### config.mk
export PLATFORM = sky130hd
export DESIGN_NAME = tcp_tx_arbiter
export DESIGN_NICKNAME = d
export VERILOG_FILES = /design/src/rtl/tcp_tx_arbiter.sv
export SDC_FILE = /design/constraint.sdc
export NUM_CORES = 1
export LEC_CHECK = 0
export BUFFER_PORTS_ARGS = -buffer_cell sky130_fd_sc_hd__buf_2
export CORE_AREA = 2 2 106 108
export DETAILED_ROUTE_END_ITERATION = 10
export DIE_AREA = 0 0 108 110
export GPL_TIMING_DRIVEN = 0
export HOLD_SLACK_MARGIN = 0.02
export PLACE_DENSITY = 0.87
export SLEW_MARGIN = 20
export SYNTH_ARGS = -nofsm -noshare
export SYNTH_HDL_FRONTEND = slang
export SYNTH_SLANG_ARGS = --single-unit
### constraint.sdc
create_clock -name s_aclk -period 15.1 [get_ports s_aclk]
set_input_delay 3.775 -clock s_aclk [delete_from_list [all_inputs] [get_ports s_aclk]]
set_output_delay 3.775 -clock s_aclk [all_outputs]
set_load 0.01 [all_outputs]
### src/rtl/tcp_tx_arbiter.sv
// tcp_tx_arbiter: round-robin segment arbiter muxing two AXI-stream requesters onto one TCP TX stream
module tcp_tx_arbiter #(
  parameter int TCP_DATA_LENGTH = 1456,
  parameter int IDLE_TIMEOUT = 64,
  parameter logic [3:0] TCP_ESTABLISHED = 4'd4
) (
  input  logic        s_aclk,
  input  logic        s_areset,
  input  logic [3:0]  tcp_state_in,
  input  logic        s0_tvalid,
  output logic        s0_tready,
  input  logic [63:0] s0_tdata,
  input  logic [7:0]  s0_tkeep,
  input  logic        s1_tvalid,
  output logic        s1_tready,
  input  logic [63:0] s1_tdata,
  input  logic [7:0]  s1_tkeep,
  output logic        tx_user_tvalid,
  input  logic        tx_user_tready,
  output logic [63:0] tx_user_tdata,
  output logic [7:0]  tx_user_tkeep,
  output logic [1:0]  grant,
  output logic [15:0] seg_cnt0,
  output logic [15:0] seg_cnt1,
  output logic [7:0]  abort_cnt
);
  typedef enum logic [1:0] {IDLE, GNT0, GNT1} state_t;
  state_t state;
  logic last;
  logic armed;
  logic [10:0] byte_cnt;
  logic [7:0] idle_cnt;
  logic sel, xfer, seg_end, timeout, start, pick1;
  logic [3:0] pop;
  logic [11:0] sum;
  // zero-latency data path from the granted requester; armed delays the first grant after reset
  always_comb begin
    sel = state == GNT1;
    tx_user_tvalid = state == GNT0 ? s0_tvalid : sel ? s1_tvalid : 1'b0;
    tx_user_tdata = sel ? s1_tdata : s0_tdata;
    tx_user_tkeep = sel ? s1_tkeep : s0_tkeep;
    s0_tready = state == GNT0 && tx_user_tready;
    s1_tready = sel && tx_user_tready;
    xfer = tx_user_tvalid && tx_user_tready;
    pop = 4'($countones(tx_user_tkeep));
    sum = {1'b0, byte_cnt} + {8'd0, pop};
    seg_end = xfer && (sum >= 12'(TCP_DATA_LENGTH) || tx_user_tkeep != 8'hFF);
    timeout = !xfer && idle_cnt == 8'(IDLE_TIMEOUT);
    pick1 = s1_tvalid && (!s0_tvalid || !last);
    start = state == IDLE && armed && tcp_state_in == TCP_ESTABLISHED && (s0_tvalid || s1_tvalid);
  end
  // grant FSM with segment length, idle timeout and statistics counters
  always_ff @(posedge s_aclk) begin
    if (s_areset) begin
      state <= IDLE;
      grant <= 2'b00;
      last <= 1'b1;
      armed <= 1'b0;
      byte_cnt <= '0;
      idle_cnt <= '0;
      seg_cnt0 <= '0;
      seg_cnt1 <= '0;
      abort_cnt <= '0;
    end else begin
      armed <= 1'b1;
      if (start) begin
        state <= pick1 ? GNT1 : GNT0;
        grant <= pick1 ? 2'b10 : 2'b01;
      end else if (state != IDLE) begin
        if (seg_end || timeout) begin
          state <= IDLE;
          grant <= 2'b00;
          byte_cnt <= '0;
          idle_cnt <= '0;
          last <= sel;
        end
        if (seg_end) begin
          seg_cnt0 <= seg_cnt0 + 16'(!sel);
          seg_cnt1 <= seg_cnt1 + 16'(sel);
        end else if (xfer) begin
          byte_cnt <= sum[10:0];
          idle_cnt <= '0;
        end else if (timeout) abort_cnt <= abort_cnt + 8'(abort_cnt != 8'hFF);
        else if (!tx_user_tvalid) idle_cnt <= idle_cnt + 8'd1;
      end
    end
  end
endmodule
==> results of run 1 <==
area by class of cell:
class | instances | area (µm²)
buffer | 24 | 104
antenna | 2 | 5.00
tap | 140 | 175
timing repair buffer | 269 | 1350
clock inverter | 6 | 93.8
inverter | 24 | 90.1
sequential | 63 | 1260
fill | 975 | 4540
clock buffer | 10 | 138
multi-input combinational | 401 | 2950
worst min-delay path, stage by stage, from the launching register on:
cell     delay [ns]
dfxtp_1        0.34
nand2_1        0.05
o21ai_0        0.05
routing by layer:
layer	global-route usage [%]	routed length [µm]	up-vias
met1	36.4	7510	2476
met5	0	0	-
met4	8.42	301	0
met3	10.9	1800	24
li1	-	-	2445
met2	47.4	8760	263
state kept, by name (all words and copies together) (netlist names):
signal / flops
seg_cnt1: 16
last: 1
seg_cnt0: 16
abort_cnt: 8
armed: 1
idle_cnt: 8
byte_cnt: 11
state: 2
metrics by stage:
step	hold slack [ns]	cell area, µm²	util (%)	setup WS [ns]	total power [mW]
after CTS	0.473	6150	57.5	6.68	0.410
final	0.467	6160	57.6	6.65	0.410
after floorplan	0.425	4400	-	6.93	0.202
after detailed placement	0.455	5920	55.4	6.31	0.243
after global placement	0.438	5920	55.4	6.51	0.241
after global routing	0.510	6160	57.5	6.52	0.427
cell usage after synthesis (11+ instances only):
| cell type | count |
|---|---|
| a21oi_1 | 32 |
| nor2_1 | 47 |
| nand4_1 | 15 |
| o21ai_0 | 30 |
| inv_1 | 24 |
| nand3_1 | 15 |
| ha_1 | 15 |
| nand2_1 | 34 |
| mux2_2 | 68 |
| o31ai_1 | 11 |
| mux2i_1 | 14 |
| dfxtp_1 | 63 |
| xor2_1 | 16 |
| clkbuf_1 | 17 |
worst paths after layout:
kind,endpoint,cells past startpoint
worst max-delay path,seg_cnt1[13]$_SDFFE_PP0P_,18
worst min-delay path,byte_cnt[3]$_SDFFE_PP0P_,2
worst max register to register,seg_cnt1[13]$_SDFFE_PP0P_,20
worst min register to register,byte_cnt[3]$_SDFFE_PP0P_,2
power by group through the flow:
stage / logic, mW / clock network (mW) / registers [mW]
floorplan: 0.0314 / 0 / 0.170
global placement: 0.0708 / 0 / 0.170
detailed placement: 0.0724 / 0 / 0.170
CTS: 0.0728 / 0.171 / 0.167
global route: 0.0791 / 0.181 / 0.167
finish: 0.0735 / 0.170 / 0.167
logic make-up (layout without fill, tap and decap cells):
family | after synthesis | in the layout | share of synthesized area [%]
buffers and inverters | 48 | 333 | 4.41
other | 0 | 2 | 0
AO/OA/AOI/OAI | 106 | 106 | 15.4
AND/OR/NAND/NOR | 175 | 175 | 20.8
multiplexers | 82 | 82 | 20.6
flip-flops | 63 | 63 | 28.7
XOR/XNOR | 18 | 18 | 3.58
adder cells (fa/ha/maj) | 20 | 20 | 6.54
==> results.py, run 1 <==
metrics = {
    "run_status": {
        "status": "completed",
    },
    "sta": {
        "period_minus_slack_ns": 8.45,
        "rsz0062_at_grt": "no",
        "max-slew-margin-rel_pct": 50.0,
        "worst_pin_slew_ns": 0.750,
        "finalHoldViolCount": 0,
        "setup_tns_ns": 0,
        "finClkSkew_ns": 0.0137,
        "finalMaxSlewViolations": 0,
        "period_share_pct": 56.0,
        "max_freq_ghz": 0.118,
        "finalSetupViolations": 0,
    },
    "setup_path": {
        "cp-startpoint": "s1_tkeep[1]",
        "critPathKind": "input pin to flip-flop",
        "crit_top_cell": "fa_1",
        "crit_required_ns": 15.31,
        "startpoint_type": "input pin",
        "crit_chain": "buf_2 > mux2_2 > inv_1 > fa_1 > fa_1 > fa_1 > fa_1 > fa_1 > and2b_1 > o22a_1 > nand4_1 > a21oi_4 > o2111a_2 > nor2_2 > buf_4 > buf_4 > o31ai_1 > a21oi_1",
        "max_stage_delay_ns": 0.52,
        "reg2reg_from": "state[1]$_SDFFE_PP0P_",
        "critical-path-top-delay-family": "adder cells",
        "cp.arrival_ns": 8.66,
        "reg2reg_slack_ns": 8.14,
        "cp_slowest_cell": "fa_1",
        "end_kind": "flip-flop",
        "critPathBufInv": 4,
        "crit_fanout": 10,
    },
    "synthesis": {
        "synth.distinct_cells": 56,
        "syn_area_mm2": 0.00440,
        "yosysWarningCount": 0,
        "yosys.area.top_type": "dfxtp_1",
        "ys_seq_area_share_pct": 28.7,
        "synthTopCellsByArea": "dfxtp_1 (29%), mux2_2 (17%), ha_1 (4.3%)",
        "synth_fp_nets": 685,
        "async_reset_ff_share_pct": 0,
        "ys.flop_type": "dfxtp_1",
        "synth.avg_cell_area_um2": 8.59,
        "synth-edff-count": 0,
        "netlist_instances": 512,
        "synth_top_area_share_pct": 28.7,
        "synth-seq-cells": 63,
    },
    "cts": {
        "cts.clk_slew.worst_paths_ns": 0.07,
        "post_cts_resized": 0,
        "cts_max_path_buffers": 2,
        "holdBufCountCts": 0,
        "ctsHtreeMaxLevel": 3,
        "cts_sinks": 63,
        "clk_latency_ns": 0.35,
        "numCtsBuffers": 9,
        "clockRootBuffer": "clkbuf_8",
        "cts_setup_buffers": 0,
        "cts_tree": "yes",
    },
    "floorplan": {
        "die_width_um": 108,
        "rows": 38,
        "core_area_mm2": 0.0107,
        "fp.dieH_um": 110,
        "initial_core_util_pct": 41.1,
        "dieArea_mm2": 0.0119,
        "pin_count": 270,
    },
    "final_layout": {
        "layout-drive-gt1-share_pct": 46.3,
        "layout_commonest_cell": "buf_2",
        "final_cells": 939,
        "final_cell_mix": "buf_2 (271), mux2_2 (68), dfxtp_1 (63)",
        "nets": 965,
        "area.growth.synth_to_final_pct": 39.9,
    },
    "routing": {
        "routed_wl_um": 18400,
        "vias_per_cell": 5.55,
        "initialDrtViolationCount": 362,
        "drcViolationCount": 0,
        "final_antenna_net_count": 0,
        "detail_route.wl_per_cell_um": 19.6,
        "drt_first_pass_iters": 5,
        "num_vias": 5208,
    },
    "power": {
        "internal_power_mw": 0.300,
        "peakVddDrop_v": 0.0000412,
        "p_leak_nw": 2.87,
        "swShare_pct": 26.8,
        "p_per_area_mw_per_mm2": 66.6,
        "switching_power_mw": 0.110,
        "power_frac_comb_pct": 17.9,
        "pwr-share-seq_pct": 40.6,
        "p_clk_share_pct": 41.4,
    },
    "grt": {
        "grt_antenna_before_repair": 2,
        "grt.total_usage_pct": 29.2,
        "grt_start_max_net_pins": 13,
        "grt-ovfl-total": 0,
        "grt_pass1_vias": 4702,
        "grt_first_pass_wirelength_um": 25900,
    },
    "placement": {
        "placed_cells": 921,
        "io_buffers": 269,
        "dp_hpwl_um": 15200,
        "place_congestion": 0.940,
    },
    "flow_run": {
        "max-cap-violations": 0,
    },
    "worst_hold_path": {
        "min_path_type": "flip-flop to flip-flop",
        "hold_start": "byte_cnt[3]$_SDFFE_PP0P_",
    },
}
No activity file was read; power rests on OpenSTA's default activity.
==> run 2, diff against run 1 <==
--- a/config.mk
+++ b/config.mk
@@ -6,12 +6,12 @@
 export NUM_CORES = 1
 export LEC_CHECK = 0
 export BUFFER_PORTS_ARGS = -buffer_cell sky130_fd_sc_hd__buf_2
-export CORE_AREA = 2 2 106 108
+export CORE_MARGIN = 2
+export CORE_UTILIZATION = 44
 export DETAILED_ROUTE_END_ITERATION = 10
-export DIE_AREA = 0 0 108 110
 export GPL_TIMING_DRIVEN = 0
 export HOLD_SLACK_MARGIN = 0.02
-export PLACE_DENSITY = 0.87
+export PLACE_DENSITY = 0.92
 export SLEW_MARGIN = 20
 export SYNTH_ARGS = -nofsm -noshare
 export SYNTH_HDL_FRONTEND = slang
==> constraint.sdc (replaced) <==
create_clock -name s_aclk -period 8.81 [get_ports s_aclk]
set_input_delay 2.2025 -clock s_aclk [delete_from_list [all_inputs] [get_ports s_aclk]]
set_output_delay 2.2025 -clock s_aclk [all_outputs]
set_load 0.01 [all_outputs]
==> run 2 against run 1 <==
Compared with the run above: worst hold slack improved by 0.0040 ns; global-route usage up 4.5 points; critical path type is now flip-flop to flip-flop; core utilization up 5.7 points; sequential share of layout area about the same; highest routed layer is now met5; combinational power up 71%; largest cell class unchanged; non-clock buffer count is the same; clock-buffer cell count unchanged.
==> results.py, run 2 (same netlist as run 1, synthesis figures left out) <==
metrics = {
    "setup_path": {
        "critPathBufInv": 5,
        "crit_fanout": 10,
        "crit_required_ns": 9.04,
        "cp.arrival_ns": 7.09,
        "critical-path-top-delay-family": "adder cells",
        "critPathKind": "flip-flop to flip-flop",
        "cp_slowest_cell": "clkbuf_1",
        "crit_chain": "nand2b_1 > inv_1 > clkbuf_1 > clkbuf_1 > mux2i_1 > fa_1 > fa_1 > fa_1 > fa_1 > fa_1 > and2b_1 > o22ai_1 > and4b_1 > o2111a_2 > nor2_2 > buf_4 > buf_4 > mux2i_1 > nor2_1",
        "end_kind": "flip-flop",
        "startpoint_type": "flip-flop",
        "max_stage_delay_ns": 0.64,
        "crit_top_cell": "fa_1",
    },
    "routing": {
        "drcViolationCount": 0,
        "detail_route.wl_per_cell_um": 20.1,
        "final_antenna_net_count": 0,
        "vias_per_cell": 5.57,
        "drt_first_pass_iters": 5,
        "routed_wl_um": 18700,
        "initialDrtViolationCount": 319,
        "num_vias": 5202,
    },
    "sta": {
        "finClkSkew_ns": 0.00933,
        "finalMaxSlewViolations": 0,
        "setup_tns_ns": 0,
        "setup_slack_ns": 1.95,
        "period_minus_slack_ns": 6.86,
        "max_freq_ghz": 0.146,
        "worst_pin_slew_ns": 0.772,
        "rsz0062_at_grt": "no",
        "max-slew-margin-rel_pct": 48.5,
        "period_share_pct": 77.9,
        "finalHoldViolCount": 0,
        "finalSetupViolations": 0,
    },
    "cts": {
        "holdBufCountCts": 0,
        "clockRootBuffer": "clkbuf_8",
        "clk_latency_ns": 0.35,
        "cts_tree": "yes",
        "ctsHtreeMaxLevel": 3,
        "post_cts_resized": 0,
        "numCtsBuffers": 9,
        "cts.clk_slew.worst_paths_ns": 0.08,
        "cts_setup_buffers": 0,
        "cts_max_path_buffers": 2,
        "cts_sinks": 63,
    },
    "floorplan": {
        "dieArea_mm2": 0.0108,
        "rows": 36,
        "die_width_um": 104,
        "fp.dieH_um": 104,
        "pin_count": 270,
        "core_area_mm2": 0.00973,
        "initial_core_util_pct": 45.2,
    },
    "grt": {
        "grt_start_max_net_pins": 13,
        "grt_antenna_before_repair": 6,
        "grt_pass1_vias": 4875,
        "grt_first_pass_wirelength_um": 27900,
        "grt.total_usage_pct": 33.7,
        "grt-ovfl-total": 0,
    },
    "final_layout": {
        "reg_top3": "seg_cnt0 x16, seg_cnt1 x16, byte_cnt x11",
        "final_cell_mix": "buf_2 (271), mux2_2 (68), dfxtp_1 (63)",
        "area.growth.synth_to_final_pct": 39.9,
        "nets": 965,
        "fill_cells": 859,
        "layout_commonest_cell": "buf_2",
        "layout-drive-gt1-share_pct": 46.3,
        "post-route-util_pct": 63.3,
    },
    "placement": {
        "place_ws_ns": 1.74,
        "dp_hpwl_um": 15600,
        "io_buffers": 269,
        "place_congestion": 0.990,
    },
    "flow_run": {
        "max-cap-violations": 0,
    },
    "power": {
        "p_per_area_mw_per_mm2": 115,
        "peakVddDrop_v": 0.000113,
        "p_leak_nw": 2.87,
    },
    "worst_hold_path": {
        "min_path_type": "flip-flop to flip-flop",
    },
    "run_status": {
        "status": "completed",
    },
}
run 2: cell types whose count changed in the layout (fill, tap and decap cells not counted):
cell     delta
diode_2     +2
run 2: path summary, 6_finish.rpt:
kind / start / end / slack [ns] / cells past startpoint
worst max-delay path: state[1]$_SDFFE_PP0P_ / seg_cnt1[1]$_SDFFE_PP0P_ / 1.95 / 19
worst min-delay path: byte_cnt[3]$_SDFFE_PP0P_ / byte_cnt[3]$_SDFFE_PP0P_ / 0.47 / 2
worst max register to register: state[1]$_SDFFE_PP0P_ / seg_cnt1[1]$_SDFFE_PP0P_ / 1.95 / 19
worst min register to register: byte_cnt[3]$_SDFFE_PP0P_ / byte_cnt[3]$_SDFFE_PP0P_ / 0.47 / 2
run 2: tightest hold or removal path, cell delays in order (launching register included):
cell	delay, ns
dfxtp_1	0.32
nand2_1	0.05
o21ai_0	0.06
run 2: metal layers:
layer | vias to the layer above | global-route usage (%) | wire length [µm]
li1 | 2444 | - | -
met1 | 2426 | 41.0 | 7390
met2 | 286 | 55.0 | 8820
met3 | 42 | 9.90 | 1630
met4 | 4 | 15.3 | 878
met5 | - | 0 | 18
run 2: per-stage QoR:
stage          power (mW)  cell area (µm²)  std cells  hold WS, ns
2_1_floorplan       0.346             4400        512        0.425
3_3_place_gp        0.415             5910        914        0.438
3_5_place_dp        0.417             5910        914        0.459
4_1_cts             0.708             6140        930        0.475
5_1_grt             0.732             6150        932        0.493
6_report            0.708             6150        934        0.471
run 2: power breakdown:
group          leakage (nW)  internal [mW]  total (mW)  switching (mW)
clock                 0.113          0.168       0.297           0.128
sequential            0.508          0.285       0.285        0.000422
combinational          2.25         0.0613       0.126          0.0647
total                  2.87          0.515       0.708           0.194
run 2: layout make-up:
class	instances	area (µm²)	share of cell area [%]
Timing Repair Buffer	269	1350	21.9
Tap cell	133	166	2.70
Inverter	24	90.1	1.46
Multi-Input combinational cell	401	2950	47.9
Clock buffer	10	138	2.24
Clock inverter	6	93.8	1.52
Sequential cell	63	1260	20.5
Antenna cell	4	10.0	0.163
Buffer	24	104	1.69
==> run 3, diff against run 2 <==
--- a/config.mk
+++ b/config.mk
@@ -5,13 +5,15 @@
 export SDC_FILE = /design/constraint.sdc
 export NUM_CORES = 1
 export LEC_CHECK = 0
+export ABC_AREA = 1
 export BUFFER_PORTS_ARGS = -buffer_cell sky130_fd_sc_hd__buf_2
+export CORE_ASPECT_RATIO = 1.1
 export CORE_MARGIN = 2
-export CORE_UTILIZATION = 44
+export CORE_UTILIZATION = 41
 export DETAILED_ROUTE_END_ITERATION = 10
 export GPL_TIMING_DRIVEN = 0
 export HOLD_SLACK_MARGIN = 0.02
-export PLACE_DENSITY = 0.92
+export PLACE_DENSITY = 0.88
 export SLEW_MARGIN = 20
 export SYNTH_ARGS = -nofsm -noshare
 export SYNTH_HDL_FRONTEND = slang
==> constraint.sdc (replaced) <==
create_clock -name s_aclk -period 6.14 [get_ports s_aclk]
set_input_delay 1.535 -clock s_aclk [delete_from_list [all_inputs] [get_ports s_aclk]]
set_output_delay 1.535 -clock s_aclk [all_outputs]
set_load 0.01 [all_outputs]
==> run 3 against run 2 <==
Compared with the run above: worst hold slack improved by 0.0067 ns; register-to-register slack got worse by 1.5 ns; synthesized cell count rose by 59%; largest power group unchanged; critical endpoint is now seg_cnt1[3]$_SDFFE_PP0P_; sequential share of layout area shrank 1.8 points.
==> results.py, run 3 <==
metrics = {
    "setup_path": {
        "cp.arrival_ns": 6.04,
        "startpoint_type": "input pin",
        "crit_top_cell": "nand2_1",
        "critical-path-top-delay-family": "adder cells",
        "crit_fanout": 10,
        "end_kind": "flip-flop",
        "cp_slowest_cell": "fa_1",
        "critPathBufInv": 3,
        "crit_required_ns": 6.35,
        "critPathKind": "input pin to flip-flop",
        "max_stage_delay_ns": 0.52,
        "crit_chain": "buf_2 > or2_2 > o21ai_0 > fa_1 > fa_1 > fa_1 > fa_1 > fa_1 > inv_1 > nand3_1 > nand2_1 > nand3_1 > nand2_1 > nand2_1 > nor2_1 > nand2_1 > nand2_1 > nand2_4 > nand2_2 > buf_6 > nand2_1 > o21ai_0 > a21oi_1",
    },
    "sta": {
        "rsz0062_at_grt": "no",
        "period_share_pct": 94.9,
        "max-slew-margin-rel_pct": 48.1,
        "finalMaxSlewViolations": 0,
        "finClkSkew_ns": 0.00864,
        "finalHoldViolCount": 0,
        "period_minus_slack_ns": 5.83,
        "finalSetupViolations": 0,
        "worst_pin_slew_ns": 0.779,
        "max_freq_ghz": 0.172,
        "setup_tns_ns": 0,
    },
    "power": {
        "p_leak_nw": 3.46,
        "p_per_area_mw_per_mm2": 173,
        "finalPower_mw": 1.17,
        "peakVddDrop_v": 0.000167,
    },
    "synthesis": {
        "async_reset_ff_share_pct": 0,
        "yosysMostFrequentCell": "nand2_1",
        "synth-seq-cells": 63,
        "synth.distinct_cells": 37,
        "netlist_instances": 814,
        "ys_seq_area_share_pct": 25.9,
        "synth_fp_nets": 987,
        "synth_top_area_share_pct": 26.5,
        "syn_area_mm2": 0.00488,
        "synth_common_cells": "nand2_1 (345), inv_1 (77), dfxtp_1 (63)",
        "yosys.area.top_type": "nand2_1",
        "synthTopCellsByArea": "nand2_1 (27%), dfxtp_1 (26%), inv_1 (5.9%)",
        "synth.avg_cell_area_um2": 5.99,
        "yosysWarningCount": 0,
        "ys.flop_type": "dfxtp_1",
        "synth-edff-count": 0,
    },
    "cts": {
        "cts_sinks": 63,
        "cts.clk_slew.worst_paths_ns": 0.06,
        "cts_tree": "yes",
        "cts_max_path_buffers": 2,
        "holdBufCountCts": 0,
        "clockRootBuffer": "clkbuf_16",
        "post_cts_resized": 0,
        "clk_latency_ns": 0.34,
        "numCtsBuffers": 9,
        "cts_setup_buffers": 0,
        "ctsHtreeMaxLevel": 3,
    },
    "grt": {
        "grt_pass1_vias": 5850,
        "grt_first_pass_wirelength_um": 29500,
        "grt-ovfl-total": 0,
        "grt.total_usage_pct": 29.6,
        "grt_start_max_net_pins": 13,
        "grt_antenna_before_repair": 2,
    },
    "routing": {
        "final_antenna_net_count": 0,
        "num_vias": 6346,
        "routed_wl_um": 19000,
        "detail_route.wl_per_cell_um": 15.2,
        "drcViolationCount": 0,
        "drt_first_pass_iters": 9,
        "initialDrtViolationCount": 562,
        "vias_per_cell": 5.08,
    },
    "final_layout": {
        "layout_commonest_cell": "nand2_1",
        "reg_top3": "seg_cnt0 x16, seg_cnt1 x16, byte_cnt x11",
        "final_cell_mix": "nand2_1 (345), buf_2 (271), inv_1 (77)",
        "final_area_mm2": 0.00674,
        "nets": 1266,
        "final_cells": 1249,
        "layout-drive-gt1-share_pct": 30.7,
        "area.growth.synth_to_final_pct": 38.2,
    },
    "worst_hold_path": {
        "min_path_type": "flip-flop to flip-flop",
    },
    "floorplan": {
        "pin_count": 270,
        "initial_core_util_pct": 42.3,
        "core_area_mm2": 0.0115,
        "fp.dieH_um": 118,
        "rows": 41,
        "dieArea_mm2": 0.0128,
        "die_width_um": 108,
    },
    "placement": {
        "io_buffers": 268,
        "place_congestion": 0.991,
        "placed_cell_area_mm2": 0.00641,
        "placed_cells": 1232,
        "dp_hpwl_um": 15400,
    },
    "run_status": {
        "status": "completed",
    },
    "flow_run": {
        "max-cap-violations": 0,
    },
}
[run 3: cell types whose count changed after synthesis, sizes merged, moves of 14 or more]
cell,previous run,this run
nand2,34,361
mux2,68,0
inv,24,80
a21oi,33,62
nor3,6,28
mux2i,14,0
[run 3: cell type report]
class	count	area, µm²
clock buffer	10	239
multi-input combinational	637	3140
sequential	63	1260
fill	1086	4800
tap	150	188
clock inverter	6	92.6
antenna	1	2.50
buffer	32	165
timing repair buffer	268	1340
inverter	82	309
[run 3: metrics by stage]
stage	hold WS [ns]	worst slack (ns)	util, %
after floorplan	0.456	0.486	-
after global placement	0.462	0.214	55.5
after detailed placement	0.471	0.0863	55.5
after CTS	0.482	0.393	58.4
after global routing	0.489	0.0419	58.4
final	0.478	0.310	58.4
[run 3: final timing paths]
check | start | end | slack (ns) | cells past startpoint
max | s0_tkeep[0] | seg_cnt1[3]$_SDFFE_PP0P_ | 0.31 | 23
min | byte_cnt[0]$_SDFFE_PP0P_ | byte_cnt[0]$_SDFFE_PP0P_ | 0.48 | 2
max reg2reg | state[0]$_SDFFE_PP0P_ | seg_cnt1[3]$_SDFFE_PP0P_ | 0.45 | 25
min reg2reg | byte_cnt[0]$_SDFFE_PP0P_ | byte_cnt[0]$_SDFFE_PP0P_ | 0.48 | 2
[run 3: layer usage]
metal | global-route usage (%) | vias up | routed length, µm
met1 | 34.3 | 2823 | 7040
li1 | - | 3157 | -
met2 | 49.4 | 325 | 9020
met3 | 11.5 | 39 | 2420
met4 | 9.78 | 2 | 461
met5 | 0 | - | 11
[run 3: power by group]
group	switching, mW	total (mW)	internal (mW)	leakage (nW)
clock	0.199	0.568	0.368	0.155
combinational	0.104	0.188	0.0841	2.79
sequential	0.000685	0.410	0.410	0.508
[run 3: worst min-delay path, delay by kind of cell, from the launching register on]
family / cells / cell delay (ns)
DFF: 1 / 0.31
and+or+nand+nor: 1 / 0.07
AOI/OAI and AO/OA: 1 / 0.05
[run 3: logic make-up after synthesis]
group	Yosys count	share of synthesized area [%]
simple gates	499	43.8
buf+inv	114	9.72
compound gates	102	11.9
flops	63	25.9
fa+ha+maj	20	5.90
xor+xnor	16	2.87
